<file path="src/rtl/mips32_mem_pkg.sv">
// Shared types and defaults for the unified-memory arbiter and its tag pipeline.
package mips32_mem_pkg;

  localparam int unsigned DefAddrW = 10;
  localparam int unsigned DefDataW = 32;

  // Requester that owns an in-flight read
  typedef enum logic [1:0] {
    SRC_IF  = 2'd0,
    SRC_DM  = 2'd1,
    SRC_DBG = 2'd2
  } src_e;

  // One response-pipeline entry
  typedef struct packed {
    logic valid;
    src_e src;
  } rsp_tag_t;

endpackage

</file>
<file path="src/rtl/mips32_mem_arbiter_if.sv">
// Bus bundle between the requesters/memory (master side) and the arbiter (slave side).
interface mips32_mem_arbiter_if
  import mips32_mem_pkg::*;
#(
  parameter int unsigned ADDR_W = DefAddrW,
  parameter int unsigned DATA_W = DefDataW
) ();

  logic              halted;
  logic              if_req;
  logic [ADDR_W-1:0] if_addr;
  logic              if_gnt;
  logic              if_stall;
  logic              dm_req;
  logic              dm_we;
  logic [ADDR_W-1:0] dm_addr;
  logic [DATA_W-1:0] dm_wdata;
  logic              dm_gnt;
  logic              dbg_req;
  logic              dbg_we;
  logic [ADDR_W-1:0] dbg_addr;
  logic [DATA_W-1:0] dbg_wdata;
  logic              dbg_gnt;
  logic              mem_en;
  logic              mem_we;
  logic [ADDR_W-1:0] mem_addr;
  logic [DATA_W-1:0] mem_wdata;
  logic [DATA_W-1:0] mem_rdata;
  logic [DATA_W-1:0] rdata;
  logic              if_rvalid;
  logic              dm_rvalid;
  logic              dbg_rvalid;

  modport master (
    output halted, if_req, if_addr, dm_req, dm_we, dm_addr, dm_wdata,
           dbg_req, dbg_we, dbg_addr, dbg_wdata, mem_rdata,
    input  if_gnt, if_stall, dm_gnt, dbg_gnt, mem_en, mem_we, mem_addr, mem_wdata,
           rdata, if_rvalid, dm_rvalid, dbg_rvalid
  );

  modport slave (
    input  halted, if_req, if_addr, dm_req, dm_we, dm_addr, dm_wdata,
           dbg_req, dbg_we, dbg_addr, dbg_wdata, mem_rdata,
    output if_gnt, if_stall, dm_gnt, dbg_gnt, mem_en, mem_we, mem_addr, mem_wdata,
           rdata, if_rvalid, dm_rvalid, dbg_rvalid
  );

endinterface

</file>
<file path="src/rtl/mips32_rsp_tag_pipe.sv">
// MEM_LAT-deep shift register of read tags; the output stage lines up with mem_rdata.
module mips32_rsp_tag_pipe
  import mips32_mem_pkg::*;
#(
  parameter int unsigned MEM_LAT = 1
) (
  input  logic     clock,
  input  logic     reset,
  input  rsp_tag_t tag_in,
  output rsp_tag_t tag_out
);

  rsp_tag_t stage_q [MEM_LAT];

  // Shift tags one stage per cycle; reset drops everything in flight
  always_ff @(posedge clock) begin
    if (reset) begin
      for (int i = 0; i < int'(MEM_LAT); i++) begin
        stage_q[i] <= rsp_tag_t'('0);
      end
    end else begin
      stage_q[0] <= tag_in;
      for (int i = 1; i < int'(MEM_LAT); i++) begin
        stage_q[i] <= stage_q[i-1];
      end
    end
  end

  assign tag_out = stage_q[MEM_LAT-1];

endmodule

</file>
<file path="src/rtl/mips32_mem_arbiter.sv">
// Single-port memory arbiter: dbg > dm > IF, with IF promoted above dm after
// STARVE_LIMIT consecutive denied cycles. Read responses are tagged by source.
module mips32_mem_arbiter
  import mips32_mem_pkg::*;
#(
  parameter int unsigned ADDR_W       = DefAddrW,
  parameter int unsigned DATA_W       = DefDataW,
  parameter int unsigned MEM_LAT      = 1,
  parameter int unsigned STARVE_LIMIT = 4
) (
  input logic                 clock,
  input logic                 reset,
  mips32_mem_arbiter_if.slave bus
);

  localparam int unsigned CntW = $clog2(STARVE_LIMIT + 1);

  logic              if_ok;
  logic              starved;
  logic              if_gnt;
  logic              dm_gnt;
  logic              dbg_gnt;
  logic              cmd_en;
  logic              cmd_we;
  logic [ADDR_W-1:0] cmd_addr;
  logic [DATA_W-1:0] cmd_wdata;
  logic [CntW-1:0]   starve_cnt_q;
  logic [CntW-1:0]   starve_cnt_d;
  rsp_tag_t          tag_in;
  rsp_tag_t          tag_out;
  logic              any_rvalid;

  assign if_ok   = bus.if_req & ~bus.halted;
  assign starved = if_ok && (starve_cnt_q == CntW'(STARVE_LIMIT));

  // Grant selection: debug always wins; a starved fetch jumps ahead of data
  always_comb begin
    if_gnt  = 1'b0;
    dm_gnt  = 1'b0;
    dbg_gnt = 1'b0;
    if (bus.dbg_req) begin
      dbg_gnt = 1'b1;
    end else if (starved) begin
      if_gnt = 1'b1;
    end else if (bus.dm_req) begin
      dm_gnt = 1'b1;
    end else if (if_ok) begin
      if_gnt = 1'b1;
    end
  end

  // Memory command mux and read-tag generation from the single grant
  always_comb begin
    cmd_en     = 1'b0;
    cmd_we     = 1'b0;
    cmd_addr   = '0;
    cmd_wdata  = '0;
    tag_in     = rsp_tag_t'('0);
    if (dbg_gnt) begin
      cmd_en     = 1'b1;
      cmd_we     = bus.dbg_we;
      cmd_addr   = bus.dbg_addr;
      cmd_wdata  = bus.dbg_wdata;
      tag_in.src = SRC_DBG;
    end else if (dm_gnt) begin
      cmd_en     = 1'b1;
      cmd_we     = bus.dm_we;
      cmd_addr   = bus.dm_addr;
      cmd_wdata  = bus.dm_wdata;
      tag_in.src = SRC_DM;
    end else if (if_gnt) begin
      cmd_en     = 1'b1;
      cmd_addr   = bus.if_addr;
      tag_in.src = SRC_IF;
    end
    tag_in.valid = cmd_en & ~cmd_we;
  end

  // Starvation counter next state: clears on any fetch grant, idle or halt
  always_comb begin
    starve_cnt_d = starve_cnt_q;
    if (if_gnt || !bus.if_req || bus.halted) begin
      starve_cnt_d = '0;
    end else if (starve_cnt_q != CntW'(STARVE_LIMIT)) begin
      starve_cnt_d = starve_cnt_q + CntW'(1);
    end
  end

  // Starvation counter register
  always_ff @(posedge clock) begin
    if (reset) begin
      starve_cnt_q <= '0;
    end else begin
      starve_cnt_q <= starve_cnt_d;
    end
  end

  mips32_rsp_tag_pipe #(
    .MEM_LAT (MEM_LAT)
  ) u_tag_pipe (
    .clock   (clock),
    .reset   (reset),
    .tag_in  (tag_in),
    .tag_out (tag_out)
  );

  assign bus.if_gnt    = if_gnt;
  assign bus.dm_gnt    = dm_gnt;
  assign bus.dbg_gnt   = dbg_gnt;
  assign bus.if_stall  = bus.if_req & ~if_gnt & ~bus.halted;
  assign bus.mem_en    = cmd_en;
  assign bus.mem_we    = cmd_we;
  assign bus.mem_addr  = cmd_addr;
  assign bus.mem_wdata = cmd_wdata;

  assign bus.if_rvalid  = tag_out.valid && (tag_out.src == SRC_IF);
  assign bus.dm_rvalid  = tag_out.valid && (tag_out.src == SRC_DM);
  assign bus.dbg_rvalid = tag_out.valid && (tag_out.src == SRC_DBG);
  assign any_rvalid     = bus.if_rvalid | bus.dm_rvalid | bus.dbg_rvalid;
  assign bus.rdata      = any_rvalid ? bus.mem_rdata : '0;

endmodule

</file>
<file path="src/flat_wrapper.sv">
// flat-port wrapper written by rule: the top's interface ports become plain ports
module mips32_mem_arbiter_flat import mips32_mem_pkg::*;
#(
  parameter int unsigned ADDR_W       = DefAddrW,
  parameter int unsigned DATA_W       = DefDataW,
  parameter int unsigned MEM_LAT      = 1,
  parameter int unsigned STARVE_LIMIT = 4
)
  (clock, reset, bus_halted, bus_if_req, bus_if_addr, bus_dm_req, bus_dm_we, bus_dm_addr, bus_dm_wdata, bus_dbg_req, bus_dbg_we, bus_dbg_addr, bus_dbg_wdata, bus_mem_rdata, bus_if_gnt, bus_if_stall, bus_dm_gnt, bus_dbg_gnt, bus_mem_en, bus_mem_we, bus_mem_addr, bus_mem_wdata, bus_rdata, bus_if_rvalid, bus_dm_rvalid, bus_dbg_rvalid);
  mips32_mem_arbiter_if #(.ADDR_W(ADDR_W), .DATA_W(DATA_W)) bus_i ();
  input logic clock;
  input logic reset;
  input wire logic [$bits(bus_i.halted)-1:0] bus_halted;
  input wire logic [$bits(bus_i.if_req)-1:0] bus_if_req;
  input wire logic [$bits(bus_i.if_addr)-1:0] bus_if_addr;
  input wire logic [$bits(bus_i.dm_req)-1:0] bus_dm_req;
  input wire logic [$bits(bus_i.dm_we)-1:0] bus_dm_we;
  input wire logic [$bits(bus_i.dm_addr)-1:0] bus_dm_addr;
  input wire logic [$bits(bus_i.dm_wdata)-1:0] bus_dm_wdata;
  input wire logic [$bits(bus_i.dbg_req)-1:0] bus_dbg_req;
  input wire logic [$bits(bus_i.dbg_we)-1:0] bus_dbg_we;
  input wire logic [$bits(bus_i.dbg_addr)-1:0] bus_dbg_addr;
  input wire logic [$bits(bus_i.dbg_wdata)-1:0] bus_dbg_wdata;
  input wire logic [$bits(bus_i.mem_rdata)-1:0] bus_mem_rdata;
  output wire logic [$bits(bus_i.if_gnt)-1:0] bus_if_gnt;
  output wire logic [$bits(bus_i.if_stall)-1:0] bus_if_stall;
  output wire logic [$bits(bus_i.dm_gnt)-1:0] bus_dm_gnt;
  output wire logic [$bits(bus_i.dbg_gnt)-1:0] bus_dbg_gnt;
  output wire logic [$bits(bus_i.mem_en)-1:0] bus_mem_en;
  output wire logic [$bits(bus_i.mem_we)-1:0] bus_mem_we;
  output wire logic [$bits(bus_i.mem_addr)-1:0] bus_mem_addr;
  output wire logic [$bits(bus_i.mem_wdata)-1:0] bus_mem_wdata;
  output wire logic [$bits(bus_i.rdata)-1:0] bus_rdata;
  output wire logic [$bits(bus_i.if_rvalid)-1:0] bus_if_rvalid;
  output wire logic [$bits(bus_i.dm_rvalid)-1:0] bus_dm_rvalid;
  output wire logic [$bits(bus_i.dbg_rvalid)-1:0] bus_dbg_rvalid;
  assign bus_i.halted = bus_halted;
  assign bus_i.if_req = bus_if_req;
  assign bus_i.if_addr = bus_if_addr;
  assign bus_i.dm_req = bus_dm_req;
  assign bus_i.dm_we = bus_dm_we;
  assign bus_i.dm_addr = bus_dm_addr;
  assign bus_i.dm_wdata = bus_dm_wdata;
  assign bus_i.dbg_req = bus_dbg_req;
  assign bus_i.dbg_we = bus_dbg_we;
  assign bus_i.dbg_addr = bus_dbg_addr;
  assign bus_i.dbg_wdata = bus_dbg_wdata;
  assign bus_i.mem_rdata = bus_mem_rdata;
  assign bus_if_gnt = bus_i.if_gnt;
  assign bus_if_stall = bus_i.if_stall;
  assign bus_dm_gnt = bus_i.dm_gnt;
  assign bus_dbg_gnt = bus_i.dbg_gnt;
  assign bus_mem_en = bus_i.mem_en;
  assign bus_mem_we = bus_i.mem_we;
  assign bus_mem_addr = bus_i.mem_addr;
  assign bus_mem_wdata = bus_i.mem_wdata;
  assign bus_rdata = bus_i.rdata;
  assign bus_if_rvalid = bus_i.if_rvalid;
  assign bus_dm_rvalid = bus_i.dm_rvalid;
  assign bus_dbg_rvalid = bus_i.dbg_rvalid;
  mips32_mem_arbiter #(.ADDR_W(ADDR_W), .DATA_W(DATA_W), .MEM_LAT(MEM_LAT), .STARVE_LIMIT(STARVE_LIMIT)) u_core (.clock(clock), .reset(reset), .bus(bus_i));
endmodule
</file>
<file path="config.mk">
export PLATFORM = sky130hd
export DESIGN_NAME = mips32_mem_arbiter_flat
export DESIGN_NICKNAME = d
export VERILOG_FILES = /design/src/rtl/mips32_mem_pkg.sv /design/src/rtl/mips32_mem_arbiter_if.sv /design/src/rtl/mips32_rsp_tag_pipe.sv /design/src/rtl/mips32_mem_arbiter.sv /design/src/flat_wrapper.sv
export SDC_FILE = /design/constraint.sdc
export NUM_CORES = 1
export LEC_CHECK = 0
export CAP_MARGIN = 20
export CORE_AREA = 2 2 85 87
export DETAILED_ROUTE_END_ITERATION = 10
export DIE_AREA = 0 0 87 89
export PLACE_DENSITY = 0.81
export RECOVER_POWER = 100
export REMOVE_ABC_BUFFERS = 1
export SYNTH_ARGS = -nofsm -noshare
export SYNTH_HDL_FRONTEND = slang
export SYNTH_SLANG_ARGS = --single-unit
</file>
<file path="constraint.sdc">
create_clock -name clock -period 2.45 [get_ports clock]
set_input_delay 0.245 -clock clock [delete_from_list [all_inputs] [get_ports clock]]
set_output_delay 0.245 -clock clock [all_outputs]
set_load 0.1 [all_outputs]
</file>
* Word level (Yosys, flattened, before mapping)
Memory sizes are Yosys's and may differ from the RTL's.
Index checks and enable logic that the tools add are counted.
** Cells by class
- Add/subtract/negate cells :: 1
- Equality and inequality tests :: 4
- Mux-type cells :: 26
- Bitwise gates (word level) :: 9
- Reduce and logical (&&, ||, !) cells :: 10
** Operators by type and width (count)
- $mux 32 :: 3
- $mux 10 :: 3
- $mux 1 :: 18
- $and 1x1->1 :: 4
- $logic_and 1x1->1 :: 4
- $add 3x1->3 const B :: 1
- $eq 3x3->1 const B :: 1
- $mux 3 :: 1
- $ne 3x3->1 const B :: 1
- $not 1->1 :: 3
- $reduce_or 3->1 :: 1
- $eq 2x1->1 const B :: 1
- $eq 2x2->1 const B :: 1
- $logic_not 2->1 :: 1
- $logic_or 1x1->1 :: 2
- $mux 2 :: 1
- $or 1x1->1 :: 2
- $reduce_or 2->1 :: 1
- $logic_not 1->1 :: 1
** Word-level totals
- Bits in registers :: 3
- Memory bits (writable) :: 3
- Word-level logic and storage cells :: 52
- Memories kept :: 1
** Memory list
- u_core.u_tag_pipe.stage_q :: words 1, width 3, rd ports 1, clocked after Yosys merged registers in 0, wr ports 1, line mips32_rsp_tag_pipe.sv:13 : rsp_tag_t stage_q [MEM_LAT];

* Logic depth before layout (Yosys ltp)
- Word-level depth :: 11
- Depth in mapped cells :: 6
- Gate-level depth less buffers :: 5

* Hierarchy
A second synthesis with hierarchy kept.
** Unflattened totals
- Cell total of the unflattened synthesis :: 139
- Area total of the unflattened synthesis :: 1114.8 um^2
** By module, submodules not included
- mips32_mem_arbiter :: instances 1, cells each 133, area an instance 1036.0 um^2, seq. area each 60.1 um^2
- mips32_rsp_tag_pipe :: instances 1, cells each 6, area an instance 78.8 um^2, seq. area each 60.1 um^2

* Least setup slack after synthesis
Ideal clock, no wire load.
- Path kind :: register to output
- Start point :: memory u_core.u_tag_pipe.stage_q[0][2] in the netlist's numbering
- End point :: output port bus_if_rvalid
- Data arrival time :: 2.521 ns
- Required time :: 2.205 ns
- Path slack :: -0.316 ns
- Cell stages (with the launch flop) :: 2
- Buffers on the path :: 0
- Path through :: dfxtp_1 nor3b_1
** Between the ends
- Longest elaborated chain between the ends :: 2
** RTL lines
- from (decl) :: line mips32_rsp_tag_pipe.sv:13
- $mem_v2 1x3
- $logic_and 1x1->1 :: line mips32_mem_arbiter.sv:116 : assign bus.if_rvalid = tag_out.valid && (tag_out.src == SRC_IF);
- to (decl) :: line flat_wrapper.sv:34 : output wire logic [$bits(bus_i.if_rvalid)-1:0] bus_if_rvalid;
Every way passes these cells.

* Final worst setup path
- Start point :: register u_core.starve_cnt_q[0]
- End point :: output port bus_mem_addr[1]
** Between the ends
- Longest elaborated chain between the ends :: 7
- Elaborated cells on any way between the ends :: 9
** RTL lines
- from (decl) :: line mips32_mem_arbiter.sv:27 : logic [CntW-1:0] starve_cnt_q;
- from (signal assigned) :: line mips32_mem_arbiter.sv:94 : starve_cnt_q <= starve_cnt_d;
- $eq 3x3->1 (*) :: line mips32_mem_arbiter.sv:34 : assign starved = if_ok && (starve_cnt_q == CntW'(STARVE_LIMIT));
- $logic_and 1x1->1 (*) :: line mips32_mem_arbiter.sv:34
- $mux 1 :: line mips32_mem_arbiter.sv:43 : end else if (starved) begin
- $mux 1 :: line mips32_mem_arbiter.sv:41 : if (bus.dbg_req) begin
- $mux 10 :: line mips32_mem_arbiter.sv:71 : end else if (if_gnt) begin
- $mux 10 (*) :: line mips32_mem_arbiter.sv:65 : end else if (dm_gnt) begin
- $mux 10 (*) :: line mips32_mem_arbiter.sv:59 : if (dbg_gnt) begin
- to (decl) :: line flat_wrapper.sv:31 : output wire logic [$bits(bus_i.mem_addr)-1:0] bus_mem_addr;
Mark *: on every way between the ends. The rest lies on a longest branch, timed or not.

==> summary.txt <==
Timing
  • Worst hold margin: approximately 430 ps
  • Final setup TNS: 0 ps
  • Hold Violations, Final: 0
  • Transition time at the pin with the least slew margin: roughly 1200 ps
  • Final slew viol count: 0
  • Final period demand of the worst path: ~2300 ps
  • Clock Skew: 2.80 ps
  • Max transition margin: around a fifth
  • RSZ-0062 raised after global routing: false
  • Final number of setup-violating endpoints: 0
  • Max Freq: between 400 and 500 MHz
  • Share of the clock period used by the worst path after layout: between 90% and 100%

GRT
  • All-Layer GR Usage: between 10% and 20%
  • Largest net degree at the start of global routing: 47
  • Number of antenna violations at the first check in global routing: 0
  • Global-route wire length before repair: 10.1 mm
  • Via count of the first global-routing pass: between 2k and 2.5k
  • Leftover overflow at the end of global routing: 0

Clocking
  • Cts hold-fix bufs: 0
  • Clock-pin slew of the registers on the worst-case setup and hold paths: approximately 40 ps
  • Max H-tree Level: 1
  • Sinks on Clock Net: 6
  • Clock root buffer: sky130_fd_sc_hd__clkbuf_8
  • Cts bufs inserted: 3
  • Maximum number of buffers from clock root to sink: 2
  • Worst-Skew Late Latency: 220 ps
  • CTS tree: yes

Critical path
  • Largest fanout of any net on the critical path: 11
  • Category of the most critical setup path: reg2out
  • Capturing element type of the critical path: primary output
  • Data arrival time at the worst-slack endpoint: around 2100 ps
  • Req. time, crit path: 2200 ps
  • CP Launch Type: flip-flop

Die
  • Width of the die: 87 µm
  • Total number of placement rows: 30
  • Initial core utilization: between 10% and 20%
  • Area of the core: about 6700 µm²
  • # IOs: 217
  • Die Footprint: ~7700 µm²
  • Die height: between 80 and 90 µm

Final layout
  • Synth-to-layout area growth: 218%
  • Share of cells above drive strength 1: just under 30%
  • ANT cells: 0
  • Area taken by multi-input logic gates: approximately 900 µm²
  • Final nets: about 480
  • Filler cell count: roughly 610
  • Post-Route Utilization: 52.0%
  • Final design instance area without fill: between 3000 and 4000 µm²
  • Seq. cell area: ~120 µm²

Synthesis
  • Primary flip-flop cell chosen by synthesis mapping: sky130_fd_sc_hd__dfxtp_1
  • Number of instances in the synthesized netlist: 137
  • Count of flip-flops with a built-in enable after synthesis: 0
  • Post-synthesis sequential area ratio: 10.9%
  • Average size of a mapped cell: ~8.0 µm²
  • Netlist cell types: 28
  • Async S/R FF share, synth: 0%
  • Number of synthesized register bits: 6
  • Leading post-synthesis cells by cell area: sky130_fd_sc_hd__a22o_1, sky130_fd_sc_hd__and2_1, sky130_fd_sc_hd__dfxtp_1
  • Most frequent cell after synthesis: sky130_fd_sc_hd__and2_1
  • Post-synthesis cell type with the largest combined area: sky130_fd_sc_hd__a22o_1
  • Syn Std Cell Area: between 1000 and 1500 µm²
  • Commonest cells in the synthesized netlist: sky130_fd_sc_hd__and2_1, sky130_fd_sc_hd__a22o_1, sky130_fd_sc_hd__a221o_2, sky130_fd_sc_hd__clkbuf_1, sky130_fd_sc_hd__dfxtp_1
  • Fraction of synthesized cell area taken by the top area cell type: between 20% and 30%
  • Yosys warns: 0

Drt
  • Total via count after detailed routing: 1916
  • Post-DRT Antenna Nets: 0
  • First-iteration detailed-routing DRC count: 26
  • DR vias/cell: about 4.5
  • Wire length per cell: around 16 µm
  • First-pass detailed-route iteration total: 4
  • Total detailed-routing wirelength: 6.72 mm
  • Remaining routing DRC violations: 0

Status
  • Status: completed

Power
  • Maximum VDD drop: ~0.27 mV
  • Pwr per Cell Area: around 430 nW/µm²
  • Total power draw: 1.49 mW
  • Leak: between 1 and 1.5 nW

Placement
  • Detail Placement HPWL: slightly above 6 mm
  • Global placement routability congestion: ~0.9
  • Area after DPL: 3980 µm²
  • Number of I/O port buffers: around 220

Hold path
  • Hold Path Class: in2reg

Job
  • Max cap viols: 0
==> cell type report <==
| cell class | instances | area share [%] |
|---|---|---|
| clock buffers | 3 | 1.18 |
| inverters | 4 | 0.430 |
| multi-input cells | 113 | 25.2 |
| flip-flops and latches | 6 | 3.44 |
| well taps | 80 | 2.87 |
| repair buffers | 220 | 66.9 |
==> layout by cell type, fill, tap and decap left out, drive strengths merged, types with 3 or more instances in the layout <==
cell,netlist,routed
a21oi,3,3
buf,8,43
inv,4,4
a221o,10,10
dfxtp,6,6
a22o,33,33
and2,43,43
nand2,3,3
clkdlybuf4s50,0,131
clkbuf,6,48
nor2,3,3
==> registers in the layout, summed over array words and instances (netlist names) <==
| name | count |
|---|---|
| u_core.starve_cnt_q | 3 |
| u_core.u_tag_pipe.stage_q | 3 |
==> stage by stage <==
step                      std cells  setup WS, ps
final                           426           144
after global routing            426          22.0
after CTS                       426          81.5
after detailed placement        423           249
after global placement          423           294
after floorplan                 123         -2160
==> critical path, stage by stage, from the launching register on <==
cell                       delay, ps
sky130_fd_sc_hd__dfxtp_1         370
sky130_fd_sc_hd__inv_1            60
sky130_fd_sc_hd__ha_1            290
sky130_fd_sc_hd__a21boi_2        230
sky130_fd_sc_hd__nor3b_1          80
sky130_fd_sc_hd__buf_4           200
sky130_fd_sc_hd__a221o_2         420
sky130_fd_sc_hd__buf_8           180
==> per-layer routing <==
metal	vias to the layer above	routed length (µm)	GRT usage, %	part of all wire, %
met5	-	0	0	0
met4	0	95	3.41	1.4
met3	8	860	5.82	13
met2	140	3580	34.4	53
met1	838	2190	15.7	33
li1	930	-	-	-
==> power by group <==
| group | leakage [nW] | internal [mW] | total (mW) | switching [mW] |
|---|---|---|---|---|
| Clock | 0.0216 | 0.105 | 0.144 | 0.0386 |
| Combinational | 1.38 | 0.425 | 1.24 | 0.813 |
| Sequential | 0.0492 | 0.102 | 0.105 | 0.00296 |
| Total | 1.45 | 0.633 | 1.49 | 0.855 |
==> timing repair <==
item                       in CTS  in global routing
resized for setup               0                  1
buffers inserted                0                  0
hold endpoints to repair        0                  0
setup endpoints to repair       0                 10
==> cells by family (layout without fill, tap and decap cells) <==
logic type / count (synthesis) / after routing / share of synthesized area [%]
AO/OA/AOI/OAI: 52 / 52 / 43.7
XOR/XNOR: 1 / 1 / 0.797
adder cells (fa/ha/maj): 2 / 2 / 2.27
buffers and inverters: 18 / 227 / 9.44
flip-flops: 6 / 6 / 10.9
AND/OR/NAND/NOR: 58 / 58 / 32.9
==> worst paths after layout <==
check | from | endpoint | slack [ps] | cells after the start
max reg2reg | u_core.starve_cnt_q[0] | u_core.u_tag_pipe.stage_q[0][0] | 930 | 5
min reg2reg | u_core.starve_cnt_q[1] | u_core.starve_cnt_q[1] | 530 | 2
min | bus_dbg_req | u_core.u_tag_pipe.stage_q[0][1] | 430 | 2
max | u_core.starve_cnt_q[0] | bus_mem_addr[1] | 140 | 7
Note: power is estimated with default switching activity, not from simulation.
